### src/rtl/booth_mult_ctrl.sv
// Booth radix-2 signed multiply sequencer.
// Owns the multiply FSM and the A/Q/M/q_m1 registers. One step is taken per
// RUN cycle, and each step uses an external WIDTH-bit adder that is
// time-shared with other logic. Results are held until the next finish.
module booth_mult_ctrl #(
  parameter int WIDTH = 32,
  parameter int CNT_W = 6
) (
  input  logic             clock,
  input  logic             reset,
  input  logic             start,
  input  logic [WIDTH-1:0] multiplicand,
  input  logic [WIDTH-1:0] multiplier,
  output logic             busy,
  output logic             done,
  output logic [WIDTH-1:0] result,
  output logic [WIDTH-1:0] result_hi,
  output logic             overflow,
  output logic [WIDTH-1:0] add_x,
  output logic [WIDTH-1:0] add_y,
  output logic             add_cin,
  input  logic [WIDTH-1:0] add_sum,
  input  logic             add_cout
);

  typedef enum logic [1:0] {
    IDLE = 2'd0,
    RUN  = 2'd1,
    DONE = 2'd2
  } state_t;

  localparam logic [CNT_W-1:0] LAST = CNT_W'(WIDTH - 1);

  state_t           state_reg, state_next;
  logic [WIDTH-1:0] a_reg, q_reg, m_reg;
  logic             q_m1_reg;
  logic [CNT_W-1:0] count_reg;

  logic             accept;
  logic             last_step;
  logic             ext;
  logic [WIDTH-1:0] a_next, q_next;
  logic             q_m1_next;

  // A new operation may only be accepted when no multiply is in flight.
  assign accept    = start && ((state_reg == IDLE) || (state_reg == DONE));
  assign last_step = (state_reg == RUN) && (count_reg == LAST);

  assign busy = (state_reg == RUN);
  assign done = (state_reg == DONE);

  // State register.
  always_ff @(posedge clock or posedge reset) begin
    if (reset) begin
      state_reg <= IDLE;
    end else begin
      state_reg <= state_next;
    end
  end

  // Next-state logic. A start request that arrives during RUN is dropped.
  always_comb begin
    state_next = state_reg;
    case (state_reg)
      IDLE:    if (start) state_next = RUN;
      RUN:     if (count_reg == LAST) state_next = DONE;
      DONE:    state_next = start ? RUN : IDLE;
      default: state_next = IDLE;
    endcase
  end

  // Adder operand selection from the Booth pair {Q[0], q_m1}.
  // The adder is left at zero when the multiplier is not running.
  always_comb begin
    add_x   = '0;
    add_y   = '0;
    add_cin = 1'b0;
    if (state_reg == RUN) begin
      add_x = a_reg;
      case ({q_reg[0], q_m1_reg})
        2'b01: begin
          add_y   = m_reg;
          add_cin = 1'b0;
        end
        2'b10: begin
          add_y   = ~m_reg;
          add_cin = 1'b1;
        end
        default: begin
          add_y   = '0;
          add_cin = 1'b0;
        end
      endcase
    end
  end

  // Arithmetic right shift of {A,Q,q_m1} after the add.
  // The new top bit is the true sign of the WIDTH+1-bit sum, not the sum
  // MSB. This keeps the result correct when M is the most negative value.
  always_comb begin
    ext       = a_reg[WIDTH-1] ^ add_y[WIDTH-1] ^ add_cout;
    a_next    = {ext, add_sum[WIDTH-1:1]};
    q_next    = {add_sum[0], q_reg[WIDTH-1:1]};
    q_m1_next = q_reg[0];
  end

  // Working registers: load on accept, one Booth step per RUN cycle.
  always_ff @(posedge clock or posedge reset) begin
    if (reset) begin
      a_reg     <= '0;
      q_reg     <= '0;
      m_reg     <= '0;
      q_m1_reg  <= 1'b0;
      count_reg <= '0;
    end else if (accept) begin
      a_reg     <= '0;
      q_reg     <= multiplier;
      m_reg     <= multiplicand;
      q_m1_reg  <= 1'b0;
      count_reg <= '0;
    end else if (state_reg == RUN) begin
      a_reg     <= a_next;
      q_reg     <= q_next;
      q_m1_reg  <= q_m1_next;
      count_reg <= count_reg + 1'b1;
    end
  end

  // Result capture on the final step. The outputs hold until the next finish.
  always_ff @(posedge clock or posedge reset) begin
    if (reset) begin
      result    <= '0;
      result_hi <= '0;
      overflow  <= 1'b0;
    end else if (last_step) begin
      result    <= q_next;
      result_hi <= a_next;
      overflow  <= (a_next != {WIDTH{q_next[WIDTH-1]}});
    end
  end

endmodule

### config.mk
export PLATFORM = sky130hd
export DESIGN_NAME = booth_mult_ctrl
export DESIGN_NICKNAME = d
export VERILOG_FILES = /design/src/rtl/booth_mult_ctrl.sv
export SDC_FILE = /design/constraint.sdc
export NUM_CORES = 1
export LEC_CHECK = 0
export ABC_CLOCK_PERIOD_IN_PS = 7600
export BUFFER_PORTS_ARGS = -buffer_cell sky130_fd_sc_hd__buf_2
export CORE_MARGIN = 4
export CORE_UTILIZATION = 57
export CTS_BUF_LIST = sky130_fd_sc_hd__clkbuf_8
export DETAILED_ROUTE_END_ITERATION = 10
export PLACE_DENSITY_LB_ADDON = 0.12
export SYNTH_ARGS = -nofsm -noshare
export SYNTH_HDL_FRONTEND = slang
export SYNTH_SLANG_ARGS = --single-unit
### constraint.sdc
create_clock -name clock -period 7.6 [get_ports clock]
set_input_delay 0.76 -clock clock [delete_from_list [all_inputs] [get_ports clock]]
set_output_delay 0.76 -clock clock [all_outputs]
set_load 0.01 [all_outputs]
---- Yosys cells after proc, flatten, opt, wreduce, memory -nomap -nowiden ----
Cells that the tools add are included.
storage, ports and cells
  word-level logic and storage cells ...... 44
  input port bits ......................... 100
  output and inout bits ................... 132
  register bits after elaboration ......... 170
cells by class
  equality and inequality tests ........... 8
  $add $sub $neg .......................... 1
  multiplexer cells ....................... 17
  reductions and logical operators ........ 6
  bitwise logic cells ..................... 3
operator list
  cell                 count
  $mux 32              6
  $pmux 32 s2          1
  $ne 32x32->1         1
  $not 32->32          1
  $mux 6               2
  $add 6x1->6 const B  1
  $eq 6x5->1 const B   1
  $pmux 2 s3           1
  $mux 1               5
  $eq 2x1->1 const B   2
  $eq 2x2->1 const B   2
  $mux 2               2
  $logic_and 1x1->1    2
  $logic_not 2->1      1
  $ne 2x1->1 const B   1
  $ne 2x2->1 const B   1
  $reduce_and 2->1     1
  $reduce_bool 2->1    1
  $xor 1x1->1          2
  $logic_or 1x1->1     1

---- Logic depth before layout (Yosys ltp) ----
Gate-level depths: netlist of run 1.
  word-level depth ........................ 7
  gate-level depth with buffers ........... 8
  depth with buffers taken out ............ 6

---- Worst setup path before layout of run 1 ----
OpenSTA, ideal clock, no wires.
  path kind ............................... reg-to-output
  start ................................... reg state_reg[0]
  end ..................................... out add_y[10]
  arrival ................................. 1.382 ns
  buffers on the path ..................... 3
  setup slack ............................. 5.458 ns
  stages on the path, launching flop included .. 6
  data required time ...................... 6.840 ns
  cells stage by stage .................... dfrtp_1 > nand2b_1 > buf_2 > clkbuf_1 > buf_1 > nor2_1
between the ends
  longest elaborated chain between the ends .. 2
RTL lines
  element                 RTL line  source
  from (decl)             34        state_t state_reg, state_next;
  from (signal assigned)  57        state_reg <= state_next;
  $eq 2x1->1              78        if (state_reg == RUN) begin
  $mux 32                 78
  to (decl)               20        output logic [WIDTH-1:0] add_y,
No other way between the ends.

---- Worst setup path in the final report of run 1 ----
  start ................................... reg q_m1_reg
  end ..................................... out add_y[23]
between the ends
  longest elaborated chain between the ends .. 3
  elaborated cells on any way between the ends .. 4
  classes of those cells .................. eq/ne (2); mux (2)
RTL lines
  element                                          RTL line  source
  from (decl)                                      36        logic q_m1_reg;
  from (signal assigned)                           124       q_m1_reg <= q_m1_next;
  $eq 2x2->1 / $eq 2x1->1 (equally long branches)  80        case ({q_reg[0], q_m1_reg})
  $pmux 32 s2 *                                    80
  $mux 32 *                                        78
Every way passes the cells marked *; elsewhere a longest branch is shown, timed or not.

==> impl_metrics.toml, run 1 <==
[synth]
synthSimpleGateAreaFrac_pct = 18.1
synth_fa_ha_area_share_pct = 0.171
ys_seq_area_share_pct = 58.0
ys_seq_elements = 170
synth_edf_count = 0
yosys.area.top_type = "dfrtp_1"
avgSynthCellArea_sq_um = 10.3
synth_top_family_by_area = "simple AND/OR/NAND/NOR gates"
synthMuxAreaShare_pct = 9.94
synth_xor_area_share_pct = 0.580
synth_area_sq_um = 7340
syn_inst = 712
synth_cell_types = 38
synth_compound_area_share_pct = 10.1
synth.top_cells.by_area = "dfrtp_1 58%, mux2_2 9.7%, nor2_1 6.9%"
yosysWarnings = 0
yosysTopAreaCellShare_pct = 58.0
synth.net_count = 813
async_flop_share_pct = 100
synth-main-ff-cell = "dfrtp_1"

[worst_setup_path]
cp_max_fo = 31
crit_path_end_kind = "output port"
crit_buf_inv = 1
crit_arrival_ns = 2.37
crit_path_start_kind = "register"
path_delay_family = "simple AND/OR/NAND/NOR gates"
setup.worst_path.class = "reg -> out"
crit_chain = "nor2b_2 > a21oi_1 > nor2_1 > buf_2"
worstPathRequired_ns = 6.84
max_stage_delay_ns = 1.00
critPathSlowestCell = "nor2b_2"

[detailed_routing]
avgRoutedWirePerCell_um = 16.1
route.vias.total = 5935
drt-total-wl_um = 17900
drt_iter0_markers = 535
drc = 0
ant_nets = 0
drtPass1Iterations = 4
drt-vias-per-instance = 5.36

[clocking]
cts_tree = "built"
cts.reportedPaths.clkPinSlew_ns = 0.08
clock_latency_ns = 0.45
post_cts_resized = 0
clock-sinks = 170
postCtsHoldBufs = 0
cts_buffers = 17
cts_max_level = 4
cts_max_path_buffers = 2
root_buffer = "clkbuf_8"
postCtsSetupBuffers = 0

[power_and_ir_drop]
ir_worst_vdd_v = 0.000206
p_leak_nw = 4.41
power_density_nw_per_um2 = 294
power_w = 0.00264

[global_routing]
antenna_found_initial = 0
grt_pass1_vias = 5817
grt_max_degree = 106
grt_pass1_wl_um = 28700
grt_remaining_overflow = 0
grt_use_total_pct = 24.5

[place]
dp_hpwl_um = 12000
gp_congestion = 0.819
port_buffers = 231

[floorplan]
dieArea_sq_um = 14800
start_util_pct = 58.1
ioPinCount = 232
core-area_sq_um = 12600
die_y_um = 121
die_x_um = 121
fp-row-count = 41

[job]
maxCapViolCount = 0

[cells_and_area]
fin_nets = 1023
drive_above_1_share_pct = 36.6
layout_common_cells = "231 x buf_2, 170 x dfrtp_1, 133 x nor2_1, 109 x nand2_1, 63 x mux2_2"
layout_commonest_cell = "buf_2"
area_growth_pct = 22.6
diodes = 0

[sta]
slew_viol_final = 0
worst_slew_pin_slew_ns = 1.23
setup_violations = 0
period_share_pct = 41.1
worst_clock_skew_ns = 0.00790
fmax_mhz = 320
min_period_ns = 3.13
slew-limit-headroom_pct = 17.4
whs_ns = 0.495
rsz0062_at_grt = "false"
setup_tns_ns = 0
hold_violations = 0

[worst_hold_path]
hold_path_class = "reg -> reg"

[run_status]
status = "finished clean"
## Yosys cell counts (2+ instances only)
cell,n
a21oi_1,32
a22o_1,34
a31oi_1,3
and2_1,32
buf_1,7
buf_2,8
buf_6,3
clkbuf_1,28
dfrtp_1,170
inv_1,2
mux2_2,63
mux2i_1,2
nand2_1,109
nand2b_1,2
nand3_1,6
nand4_1,5
nor2_1,134
nor2b_1,3
nor3_1,7
nor4_1,5
o21ai_0,9
o22ai_1,31
xor2_1,2
## layer usage
metal  wire length [um]  track usage (%)  up-vias
li1                   -                -     2842
met3               1250             6.20       27
met4                380             8.19        0
met1               7650             32.9     2861
met5                  0                0        -
met2               8570             39.3      205
## cell families (layout without fill, tap and decap cells)
| logic type | Yosys count | in the layout |
|---|---|---|
| AND/OR/NAND/NOR | 310 | 310 |
| buffers and inverters | 50 | 273 |
| AO/OA/AOI/OAI | 112 | 112 |
| flip-flops | 170 | 170 |
| XOR/XNOR | 4 | 4 |
| multiplexers | 65 | 65 |
| adder cells (fa/ha/maj) | 1 | 1 |
## report_power, final
group	internal, W	switching, W	total, W
Combinational	0.000330	0.000432	0.000762
Clock	0.000354	0.000310	0.000664
Sequential	0.00108	0.000136	0.00122
Total	0.00176	0.000878	0.00264
## final cells by class
type | count | area, sq um
repair buffers | 238 | 1210
flip-flops and latches | 170 | 4250
clock buffers | 21 | 289
well taps | 172 | 215
clock inverters | 11 | 126
inverters | 3 | 16.3
multi-input cells | 492 | 2890
fillers | 1019 | 3620
## worst reg2reg max path: cells and delay by family, from the launching register on
kind	cells	cell delay (ns)
AOI/OAI and AO/OA	2	0.48
buffers and inverters	1	0.63
DFF	1	0.46
and+or+nand+nor	2	0.99
## metrics by stage
| stage | utilization [%] | area (sq um) | std cells | setup WS [ns] |
|---|---|---|---|---|
| 2_1_floorplan | - | 7340 | 712 | 2.24 |
| 3_3_place_gp | 68.0 | 8580 | 1075 | 4.81 |
| 3_5_place_dp | 68.0 | 8580 | 1075 | 4.73 |
| 4_1_cts | 71.3 | 8990 | 1107 | 4.46 |
| 5_1_grt | 71.3 | 8990 | 1107 | 4.27 |
| 6_report | 71.3 | 8990 | 1107 | 4.47 |
## final timing paths
kind                                   start    endpoint  cells past startpoint  slack [ns]
worst max-delay path                q_m1_reg   add_y[23]                      4        4.47
worst min-delay path               a_reg[26]   a_reg[26]                      1        0.49
worst max register to register  state_reg[0]   a_reg[31]                      5        4.99
worst min register to register     a_reg[26]   a_reg[26]                      1        0.49
max in group asynchronous              reset   a_reg[27]                      3        5.69
min in group asynchronous              reset  result[28]                      2        0.50
(Power assumes the default switching activity.)
==> inputs of run 2 (changes only) <==
--- a/config.mk
+++ b/config.mk
@@ -5,10 +5,10 @@
 export SDC_FILE = /design/constraint.sdc
 export NUM_CORES = 1
 export LEC_CHECK = 0
-export ABC_CLOCK_PERIOD_IN_PS = 7600
+export ABC_CLOCK_PERIOD_IN_PS = 2800
 export BUFFER_PORTS_ARGS = -buffer_cell sky130_fd_sc_hd__buf_2
 export CORE_MARGIN = 4
-export CORE_UTILIZATION = 57
+export CORE_UTILIZATION = 48
 export CTS_BUF_LIST = sky130_fd_sc_hd__clkbuf_8
 export DETAILED_ROUTE_END_ITERATION = 10
 export PLACE_DENSITY_LB_ADDON = 0.12
==> constraint.sdc (replaced) <==
create_clock -name clock -period 2.8 [get_ports clock]
set_input_delay 0.28 -clock clock [delete_from_list [all_inputs] [get_ports clock]]
set_output_delay 0.28 -clock clock [all_outputs]
set_load 0.01 [all_outputs]
==> impl_metrics.toml, run 2 (synthesis gave the netlist of run 1 again) <==
[global_routing]
grt_use_total_pct = 22.0
grt_pass1_vias = 6135
grt_max_degree = 80
grt_remaining_overflow = 0
grt_pass1_wl_um = 31400
antenna_found_initial = 0

[sta]
worst_slew_pin_slew_ns = 0.705
hold_violations = 0
slew_viol_final = 0
fmax_mhz = 408
rsz0062_at_grt = "false"
setup_violations = 0
worst_clock_skew_ns = 0.00641
min_period_ns = 2.45
slew-limit-headroom_pct = 53.0
setup_tns_ns = 0
period_share_pct = 87.6

[worst_setup_path]
setup.worst_path.class = "reg -> out"
crit_arrival_ns = 2.17
critPathSlowestCell = "dfrtp_1"
crit_path_end_kind = "output port"
max_stage_delay_ns = 0.42
cp_max_fo = 34
crit_path_start_kind = "register"
cp_common_cell = "buf_4"
crit_chain = "nand2b_2 > buf_4 > buf_4 > nor2_1 > buf_2"
worstPathRequired_ns = 2.52

[run_status]
status = "finished clean"

[floorplan]
fp-row-count = 44
dieArea_sq_um = 17300
core-area_sq_um = 14800
die_x_um = 132
ioPinCount = 232
die_y_um = 132
start_util_pct = 49.7

[power_and_ir_drop]
swShare_pct = 33.7
power_density_nw_per_um2 = 778
p_int_w = 0.00475
p_comb_share_pct = 29.7
p_seq_share_pct = 46.0
clkPwrFrac_pct = 24.3
p_leak_nw = 4.48
ir_worst_vdd_v = 0.000443
power_switching_w = 0.00242

[cells_and_area]
layout_commonest_cell = "buf_2"
drive_above_1_share_pct = 36.7
area_growth_pct = 25.6
layout_common_cells = "231 x buf_2, 170 x dfrtp_1, 133 x nor2_1, 109 x nand2_1, 63 x mux2_2"
final_util_pct = 62.4
fin_nets = 1041
diodes = 0
stdcell_count = 1137

[detailed_routing]
route.vias.total = 6047
drt_iter0_markers = 401
drc = 0
drt-total-wl_um = 18700
drtPass1Iterations = 5
ant_nets = 0
avgRoutedWirePerCell_um = 16.4
drt-vias-per-instance = 5.32

[clocking]
cts_max_level = 4
cts_max_path_buffers = 2
cts_tree = "built"
cts.reportedPaths.clkPinSlew_ns = 0.08
clock_latency_ns = 0.45
post_cts_resized = 0
clock-sinks = 170
cts_buffers = 17
root_buffer = "clkbuf_8"

[place]
dp_hpwl_um = 13100
gp_congestion = 0.799
dp.cells = 1093
port_buffers = 231

[job]
maxCapViolCount = 0

[worst_hold_path]
hold_path_class = "in -> reg"
==> run 2: changes by cell type in the layout (fill, tap and decap cells not counted), sizes merged <==
cell	previous run	this run
clkinv	5	6
bufinv	3	2
inv	6	3
buf	238	244
dlygate4sd3	0	12
clkinvlp	0	3
==> run 2: layout make-up <==
cell class	count	area, sq um
fillers	1263	5540
flip-flops and latches	170	4250
multi-input cells	492	2880
repair buffers	256	1420
clock buffers	21	289
well taps	184	230
clock inverters	11	120
inverters	3	15.0
==> run 2: per-stage QoR <==
step                      total power, W  hold slack [ns]  instance area (sq um)  worst slack (ns)
after floorplan                  0.00464            0.385                   7340             0.351
after global placement           0.00540            0.389                   8680             0.838
after detailed placement         0.00548            0.395                   8680             0.787
after CTS                        0.00726          0.00124                   9210             0.310
after global routing             0.00768          0.00283                   9210             0.160
final                            0.00717           0.0254                   9210             0.348
==> run 2: worst max-delay path, delay by kind of cell, from the launching register on <==
family                 cells  cell delay, ns
buffers and inverters      3            0.95
flip-flops                 1            0.42
AND/OR/NAND/NOR            2            0.34
==> run 2: worst paths after layout <==
kind	from	end	slack (ns)	cells after the start
max	state_reg[0]	add_y[30]	0.35	5
max reg2reg	state_reg[1]	result[11]	0.80	4
max in group asynchronous	reset	a_reg[20]	1.51	4
min	multiplicand[9]	m_reg[9]	0.03	3
min reg2reg	a_reg[9]	a_reg[9]	0.49	1
min in group asynchronous	reset	result_hi[1]	0.48	3
==> run 2: power by group through the flow <==
stage | Clock, W | Sequential [W] | Combinational [W]
finish | 0.00174 | 0.00330 | 0.00213
global route | 0.00192 | 0.00337 | 0.00239
CTS | 0.00180 | 0.00330 | 0.00216
detailed placement | 0 | 0.00334 | 0.00214
global placement | 0 | 0.00331 | 0.00209
floorplan | 0 | 0.00327 | 0.00137
==> run 2: timing repair <==
| action | CTS | global route |
|---|---|---|
| hold buffers | 12 | 0 |
| hold endpoints to repair | 36 | 0 |
| buffers inserted | 0 | 0 |
==> run 2: layer usage <==
metal / global-route usage, % / part of all wire (%) / vias to the layer above
li1: - / - / 2884
met1: 28.2 / 42 / 2934
met2: 36.3 / 49 / 210
met3: 7.42 / 7.9 / 19
met4: 5.31 / 1.3 / 0
met5: 0 / 0 / -
